<file path="src/rtl/mem_arb_pkg.sv">
// Shared encodings for the memory line arbiter.
// Covers FSM states, owner ids and word size.
package mem_arb_pkg;
  localparam logic [1:0] IDLE  = 2'd0;
  localparam logic [1:0] ISSUE = 2'd1;
  localparam logic [1:0] WAIT  = 2'd2;
  localparam logic [1:0] DONE  = 2'd3;

  localparam logic OWN_I = 1'b0;
  localparam logic OWN_D = 1'b1;

  localparam int WORD_BYTES = 4;
endpackage

</file>
<file path="src/rtl/rr_arb2.sv">
// Two-requester round-robin picker.
// Holds the last-grant flop; a tie goes to the side not served last.
module rr_arb2
  import mem_arb_pkg::*;
(
  input  logic       clk,
  input  logic       rst,
  input  logic [1:0] req,
  input  logic       upd,
  input  logic       upd_own,
  output logic       gnt,
  output logic       gnt_own
);

  logic last;

  always_ff @(posedge clk or posedge rst) begin
    if (rst) begin
      last <= OWN_I;
    end else if (upd) begin
      last <= upd_own;
    end
  end

  assign gnt     = |req;
  assign gnt_own = (&req) ? ~last : req[1];

endmodule

</file>
<file path="src/rtl/mem_line_arbiter.sv">
// Shares one main memory between I-cache refill and D-cache refill/writeback.
// Whole lines move one word at a time; transfers are never interrupted.
module mem_line_arbiter
  import mem_arb_pkg::*;
#(
  parameter int LINE_ADDR_LEN = 3,
  parameter int MEM_LATENCY   = 2,
  parameter int ADDR_W        = 32
) (
  input  logic                     clk,
  input  logic                     rst,
  input  logic                     i_req,
  input  logic [ADDR_W-1:0]        i_addr,
  output logic                     i_rvalid,
  output logic                     i_done,
  input  logic                     d_req,
  input  logic                     d_we,
  input  logic [ADDR_W-1:0]        d_addr,
  input  logic [31:0]              d_wdata,
  output logic                     d_rvalid,
  output logic                     d_done,
  output logic [LINE_ADDR_LEN-1:0] word_idx,
  output logic [31:0]              rdata,
  output logic                     busy,
  output logic                     owner,
  output logic                     mem_en,
  output logic                     mem_wr,
  output logic [ADDR_W-1:0]        mem_addr,
  output logic [31:0]              mem_wdata,
  input  logic [31:0]              mem_rdata
);

  localparam int OFS_W = $clog2(WORD_BYTES);
  localparam int LO_W  = LINE_ADDR_LEN + OFS_W;
  localparam int LN_W  = ADDR_W - LO_W;
  localparam logic [LINE_ADDR_LEN-1:0] LAST = '1;
  localparam logic [3:0] LAT_INI = 4'(MEM_LATENCY - 1);

  logic [1:0]               state;
  logic [LN_W-1:0]          line_q;
  logic                     we_q;
  logic                     own_q;
  logic [LINE_ADDR_LEN-1:0] cnt;
  logic [LINE_ADDR_LEN-1:0] rd_idx;
  logic [3:0]               lat;
  logic                     rv;
  logic                     gnt;
  logic                     gnt_own;
  logic                     issue;
  logic                     fin;
  logic                     unused;

  assign unused = ^{i_addr[LO_W-1:0], d_addr[LO_W-1:0]};

  rr_arb2 u_arb (
    .clk     (clk),
    .rst     (rst),
    .req     ({d_req, i_req}),
    .upd     (fin),
    .upd_own (own_q),
    .gnt     (gnt),
    .gnt_own (gnt_own)
  );

  always_ff @(posedge clk or posedge rst) begin
    if (rst) begin
      state  <= IDLE;
      line_q <= '0;
      we_q   <= 1'b0;
      own_q  <= OWN_I;
      cnt    <= '0;
      rd_idx <= '0;
      lat    <= '0;
      rv     <= 1'b0;
      rdata  <= '0;
    end else begin
      rv <= 1'b0;
      unique case (state)
        IDLE: begin
          if (gnt) begin
            line_q <= gnt_own ? d_addr[ADDR_W-1:LO_W]
                              : i_addr[ADDR_W-1:LO_W];
            we_q   <= gnt_own & d_we;
            own_q  <= gnt_own;
            cnt    <= '0;
            state  <= ISSUE;
          end
        end
        ISSUE: begin
          lat   <= LAT_INI;
          state <= WAIT;
        end
        WAIT: begin
          if (lat == 4'd0) begin
            if (!we_q) begin
              rdata  <= mem_rdata;
              rv     <= 1'b1;
              rd_idx <= cnt;
            end
            if (cnt == LAST) begin
              state <= DONE;
            end else begin
              cnt   <= cnt + 1'b1;
              state <= ISSUE;
            end
          end else begin
            lat <= lat - 1'b1;
          end
        end
        DONE: begin
          state <= IDLE;
        end
        default: begin
          state <= IDLE;
        end
      endcase
    end
  end

  assign issue = (state == ISSUE);
  assign fin   = (state == DONE);

  assign busy      = (state != IDLE);
  assign owner     = own_q;
  assign mem_en    = issue;
  assign mem_wr    = issue & we_q;
  assign mem_addr  = issue ? {line_q, cnt, {OFS_W{1'b0}}} : '0;
  assign mem_wdata = (issue & we_q) ? d_wdata : '0;

  // A read word's index trails the counter by one word period.
  assign word_idx = rv ? rd_idx : cnt;

  assign i_rvalid = rv  & (own_q == OWN_I);
  assign d_rvalid = rv  & (own_q == OWN_D);
  assign i_done   = fin & (own_q == OWN_I);
  assign d_done   = fin & (own_q == OWN_D);

endmodule

</file>
<file path="config.mk">
export PLATFORM = sky130hd
export DESIGN_NAME = mem_line_arbiter
export DESIGN_NICKNAME = d
export VERILOG_FILES = /design/src/rtl/mem_arb_pkg.sv /design/src/rtl/rr_arb2.sv /design/src/rtl/mem_line_arbiter.sv
export SDC_FILE = /design/constraint.sdc
export NUM_CORES = 1
export LEC_CHECK = 0
export ABC_AREA = 1
export BUFFER_PORTS_ARGS = -buffer_cell sky130_fd_sc_hd__buf_2
export CAP_MARGIN = 20
export CELL_PAD_IN_SITES_DETAIL_PLACEMENT = 2
export CELL_PAD_IN_SITES_GLOBAL_PLACEMENT = 2
export CORE_MARGIN = 1.5
export CORE_UTILIZATION = 20
export CTS_BUF_LIST = sky130_fd_sc_hd__clkbuf_8
export DETAILED_ROUTE_END_ITERATION = 8
export GPL_TIMING_DRIVEN = 0
export PLACE_DENSITY = 0.8
export SYNTH_ARGS = -nofsm -noshare
export SYNTH_HDL_FRONTEND = slang
export SYNTH_SLANG_ARGS = --single-unit
</file>
<file path="constraint.sdc">
create_clock -name clk -period 2.09 [get_ports clk]
set_input_delay 0.209 -clock clk [delete_from_list [all_inputs] [get_ports clk]]
set_output_delay 0.209 -clock clk [all_outputs]
set_load 0.05 [all_outputs]
</file>
-- Yosys cells after proc, flatten, opt, wreduce, memory -nomap -nowiden
Cells that the tools add are included.
- output and inout bits: 107
- register bits: 75
- logic and storage cells: 59
- bits of input ports: 133
- bitwise logic cells: 9
- add/sub/neg operators: 2
- eq/ne operators: 8
- multiplexer cells: 18
- reduce and logical (&&, ||, !) cells: 12
- operators with widths (cell ; count):
    two-way mux 32 bit ; 2
    two-way mux 27 bit ; 1
    two-way mux 3 bit ; 4
    inequality test 2 bit (second input constant) ; 4
    one-hot mux 2 bit (4 select lines) ; 1
    one-hot mux 4 bit (2 select lines) ; 1
    AND reduction 2 bit ; 4
    AND 1 bit ; 6
    two-way mux 2 bit ; 3
    one-hot mux 3 bit (2 select lines) ; 1
    nonzero test 2 bit ; 3
    equality test 2 bit (second input constant) ; 2
    logical NOT 4 bit ; 1
    two-way mux 1 bit ; 4
    two-way mux 4 bit ; 1
    AND reduction 4 bit ; 1
    subtractor 4 x 1 -> 4 bit (second input constant) ; 1
    adder 3 x 1 -> 3 bit (second input constant) ; 1
    equality test 3 bit (second input constant) ; 1
    inverter 1 bit ; 3
    AND reduction 3 bit ; 1
    equality test 2 x 1 -> 1 bit (second input constant) ; 1
    logical NOT 2 bit ; 1
    OR reduction 2 bit ; 1

-- Logic depth before layout (Yosys ltp)
- word-level depth: 4
- mapped depth: 9
- depth with buffers taken out: 8

-- Cells and area by module
Synthesis repeated with hierarchy kept, for this count alone.
- cell total of the unflattened synthesis: 538
- area, all modules: 4262.8 um^2
- by module, submodules not included (module ; area an instance (um^2) ; times used ; cells each ; sequential area each (um^2)):
    mem_line_arbiter ; 4204.0 ; 1 ; 529 ; 1851.8
    rr_arb2 ; 58.8 ; 1 ; 9 ; 25.0

-- Worst setup path before layout
No wires, ideal clock.
- path kind: reg2out
- start point: reg state[0]
- end point: out mem_wdata[10]
- buffers on the path: 1
- setup slack: -0.428 ns
- arrival time: 2.309 ns
- cell stages (with the launch flop): 8
- cell sequence: dfrtp_1 inv_2 nor2_4 inv_2 nor2_2 inv_2 buf_2 nor2_1
- word-level cells in the longest chain between the ends: 3
- ends and longest elaborated chain (item ; line ; source):
    start: declaration ; mem_line_arbiter.sv:39 ; logic [1:0] state;
    start signal: assignment ; mem_line_arbiter.sv:67 ; state <= IDLE;
    start signal: assignment ; mem_line_arbiter.sv:86 ; state <= ISSUE;
    start signal: assignment ; mem_line_arbiter.sv:91 ; state <= WAIT;
    equality test 2 x 1 -> 1 bit ; mem_line_arbiter.sv:120 ; assign issue = (state == ISSUE);
    net mem_en ; mem_line_arbiter.sv:26 ; output logic mem_en,
    AND 1 bit ; n/a ;
    net mem_wr ; mem_line_arbiter.sv:27 ; output logic mem_wr,
    two-way mux 32 bit ; mem_line_arbiter.sv:128 ; assign mem_wdata = (issue & we_q) ? d_wdata : '0;
    end: declaration ; mem_line_arbiter.sv:29 ; output logic [31:0] mem_wdata,
The timed path passes the listed nets, and every way through them passes these cells.

-- Worst setup path after layout
- start point: reg state[1]
- end point: out mem_wdata[5]
- word-level cells in the longest chain between the ends: 3
- ends and longest elaborated chain (item ; line):
    equality test 2 x 1 -> 1 bit ; mem_line_arbiter.sv:120
    AND 1 bit ; mem_line_arbiter.sv:128
    two-way mux 32 bit ; mem_line_arbiter.sv:128
No other way between the ends.

==> results_dict.tcl <==
set metrics [dict create \
    drt-initial-drc-count 86 \
    vias 4199 \
    grt_pass1_vias 4492 \
    rows 50 \
    power.density_nw_per_um2 1630 \
    cts_tree "yes" \
    power_switching_w 0.00522 \
    p_sw_share_pct 55.9 \
    finalCritPeriodShare_pct 93.7 \
    path_max_fanout 10 \
    synth_cell_types 23 \
    layout_commonest_cell "buf_2" \
    finalWeightedCongestion 0.733 \
    netlist_area_um2 3780 \
    cp-end-kind "output pin" \
    cp.required_ns 1.88 \
    hold_viol 0 \
    path_cells "nor2_4, inv_2, nor2_4, inv_2, buf_4, nor2_2, clkbuf_4" \
    worst_slew_pin_slew_ns 0.557 \
    muxShareOfSynthArea_pct 0 \
    p_leak_nw 3.34 \
    final_util_pct 30.7 \
    drive_gt1_share_pct 40.7 \
    clockBufferDepth 2 \
    reg2reg_to "line_q[2]$_DFFE_PP0P_" \
    rsz0062_at_grt "true" \
    ys_seq_area_share_pct 49.6 \
    holdWs_ns 0.0219 \
    numCtsBuffers 9 \
    h-tree-depth 3 \
    path_class "register to output pin" \
    slew_headroom_pct 62.8 \
    layout_common_cells "buf_2 (199), nand2_1 (180), dfrtp_1 (74)" \
    holdPathEnd "rdata[22]$_DFFE_PP0P_" \
    rrSetupSlack_ns 0.44 \
    fmax_mhz 511 \
    antenna_found_initial 2 \
    r2r-start "u_arb.last$_DFFE_PP0N_" \
    grt_max_degree 38 \
    start_util_pct 20.3 \
    pwr-share-comb_pct 59.8 \
    area_delta_synth_final_pct 51.5 \
    grt_overflow_total 0 \
    synth_xor_area_share_pct 0.231 \
    cts_root_buf "clkbuf_8" \
    fillers 2251 \
    core_area_um2 18600 \
    register_area_um2 1880 \
    die_h_um 141 \
    syn_inst 521 \
    p_clk_share_pct 13.3 \
    syn_area_per_cell_um2 7.26 \
    wl_mm 14.9 \
    path_buf_inv 4 \
    rr_worst_depth 6 \
    dp_hpwl_mm 11.7 \
    num_io_pins 240 \
    placement.io_buffers 227 \
    final.min_clock_period_ns 1.96 \
    critical_path.slowest_cell "dfrtp_2" \
    clock_latency_ns 0.38 \
    gr-usage-all-layers_pct 15.5 \
    yosysTopAreaCell "dfrtp_1" \
    worstPathArrival_ns 1.75 \
    ir_drop_mv 0.509 \
    drt-pass1-iter-count 4 \
    slowest_delay_ns 0.46 \
    routedWlPerCell_um 14.9 \
    clk_pin_slew_ns 0.10 \
    synth_adder_area_share_pct 1.32 \
    finalSetupTns_ns 0 \
    ys_ff_latch 75 \
    grt_pass1_wl_mm 23.6 \
    yosys.area_share.simple_pct 30.2 \
    clock_skew_ns 0.0137 \
    startpoint_type "register" \
    hold_path_class "input port to register" \
    fin_nets 901 \
    power_frac_seq_pct 26.9 \
    cpLargestDelayFamily "buffers and inverters" \
    p_int_w 0.00412 \
    holdPathStages 3 \
    via_per_inst 4.18 \
    ant_nets 0 \
    report.final.slew_viol_count 0 \
    status "finished, final reports clean" \
    synth-compound-area-share_pct 6.51 \
    worstHoldStart "mem_rdata[22]" \
    die-area_um2 19800 \
    synth_top_cell_area_share_pct 49.6 \
    drc 0 \
    finalSetupViolations 0 \
    synth_area_leaders "dfrtp_1 (50%), nand2_1 (18%), nor2_1 (9.7%)" \
    max_cap_violations 0 \
    synth_top_family_by_area "simple AND/OR/NAND/NOR gates" \
    synth_warnings 0 \
    fp.dieW_um 141 \
    clock-sinks 75 \
    multi_input_area_um2 1550 \
]
cells by family (layout without fill, tap and decap cells):
group           after synthesis  count (layout)
simple gates                293             293
xor+xnor                      1               1
fa+ha+maj                     4               4
compound gates               42              42
buf+inv                     105             352
other cells                   1               4
flops                        75              75
cell type report:
type                       instances  share of cell area, %
multi-input combinational        342                   27.0
clock buffer                      10                   2.40
antenna                            2                 0.0873
clock inverter                     6                   1.24
inverter                          79                   5.24
tap                              234                   5.11
sequential                        75                   32.8
timing repair buffer             231                   23.2
buffer                            26                   2.95
per-layer routing:
metal  GRT usage [%]  share of wire [%]  vias up
li1                -                  -     2047
met1            18.1                 41     1984
met2            27.1                 51      149
met3            4.17                6.3       19
met4            5.76                2.1        0
met5               0                  0        -
power by group through the flow:
| stage | sequential (W) | clock, W | combinational, W |
|---|---|---|---|
| final | 0.00252 | 0.00124 | 0.00558 |
| after global routing | 0.00262 | 0.00134 | 0.00605 |
| after CTS | 0.00252 | 0.00129 | 0.00562 |
| after detailed placement | 0.00256 | 0 | 0.00555 |
| after global placement | 0.00253 | 0 | 0.00543 |
| after floorplan | 0.00359 | 0 | 0.00298 |
repair_timing:
item / in CTS / in global routing
endpoints found under the hold margin: 16 / 0
hold buffers: 1 / 0
resized for setup: 18 / 55
setup buffers: 1 / 0
setup endpoints to repair: 60 / 46
stage by stage:
stage / instances / total power [W] / cell area (um2) / setup WS [ns]
floorplan: 522 / 0.00657 / 3880 / -0.0844
global placement: 983 / 0.00796 / 5310 / 0.247
detailed placement: 985 / 0.00811 / 5350 / 0.228
CTS: 1003 / 0.00944 / 5620 / 0.000280
global route: 1004 / 0.0100 / 5730 / -0.0154
finish: 1005 / 0.00934 / 5730 / 0.132
synthesized netlist by cell type (all sizes together):
cell type,n
nor2,102
xor2,1
buf,19
a31oi,27
nand4,3
a21oi,2
ha,4
dfrtp,75
o22ai,2
clkbuf,7
inv,79
o21ai,11
nand3,7
nand2,181
conb,1
sequential cells by signal (all words and copies together), names as in the netlist:
name / cells
cnt: 3
u_arb.last: 1
rv: 1
rd_idx: 3
state: 2
owner: 1
line_q: 27
rdata: 32
we_q: 1
lat: 4
worst max-delay path by stage:
| stage | cells past startpoint | end | from | slack, ns |
|---|---|---|---|---|
| 5_1_grt | 7 | mem_wdata[5] | state[1]$_DFFE_PP0P_ | -0.02 |
| 3_3_place_gp | 6 | mem_addr[9] | state[0]$_DFFE_PP0P_ | 0.25 |
| 2_1_floorplan | 7 | mem_wdata[10] | state[0]$_DFFE_PP0P_ | -0.08 |
| 3_5_place_dp | 6 | mem_addr[5] | state[0]$_DFFE_PP0P_ | 0.23 |
| 6_report | 7 | mem_wdata[5] | state[1]$_DFFE_PP0P_ | 0.13 |
| 4_1_cts | 7 | mem_wdata[29] | state[1]$_DFFE_PP0P_ | 0.0003 |
worst reg2reg max path: cells and delay by family (launching register included):
kind            cells  cell delay [ns]
simple gates        3             0.43
buf+inv             2             0.59
compound gates      1             0.16
flops               1             0.41
(Power assumes the default switching activity.)
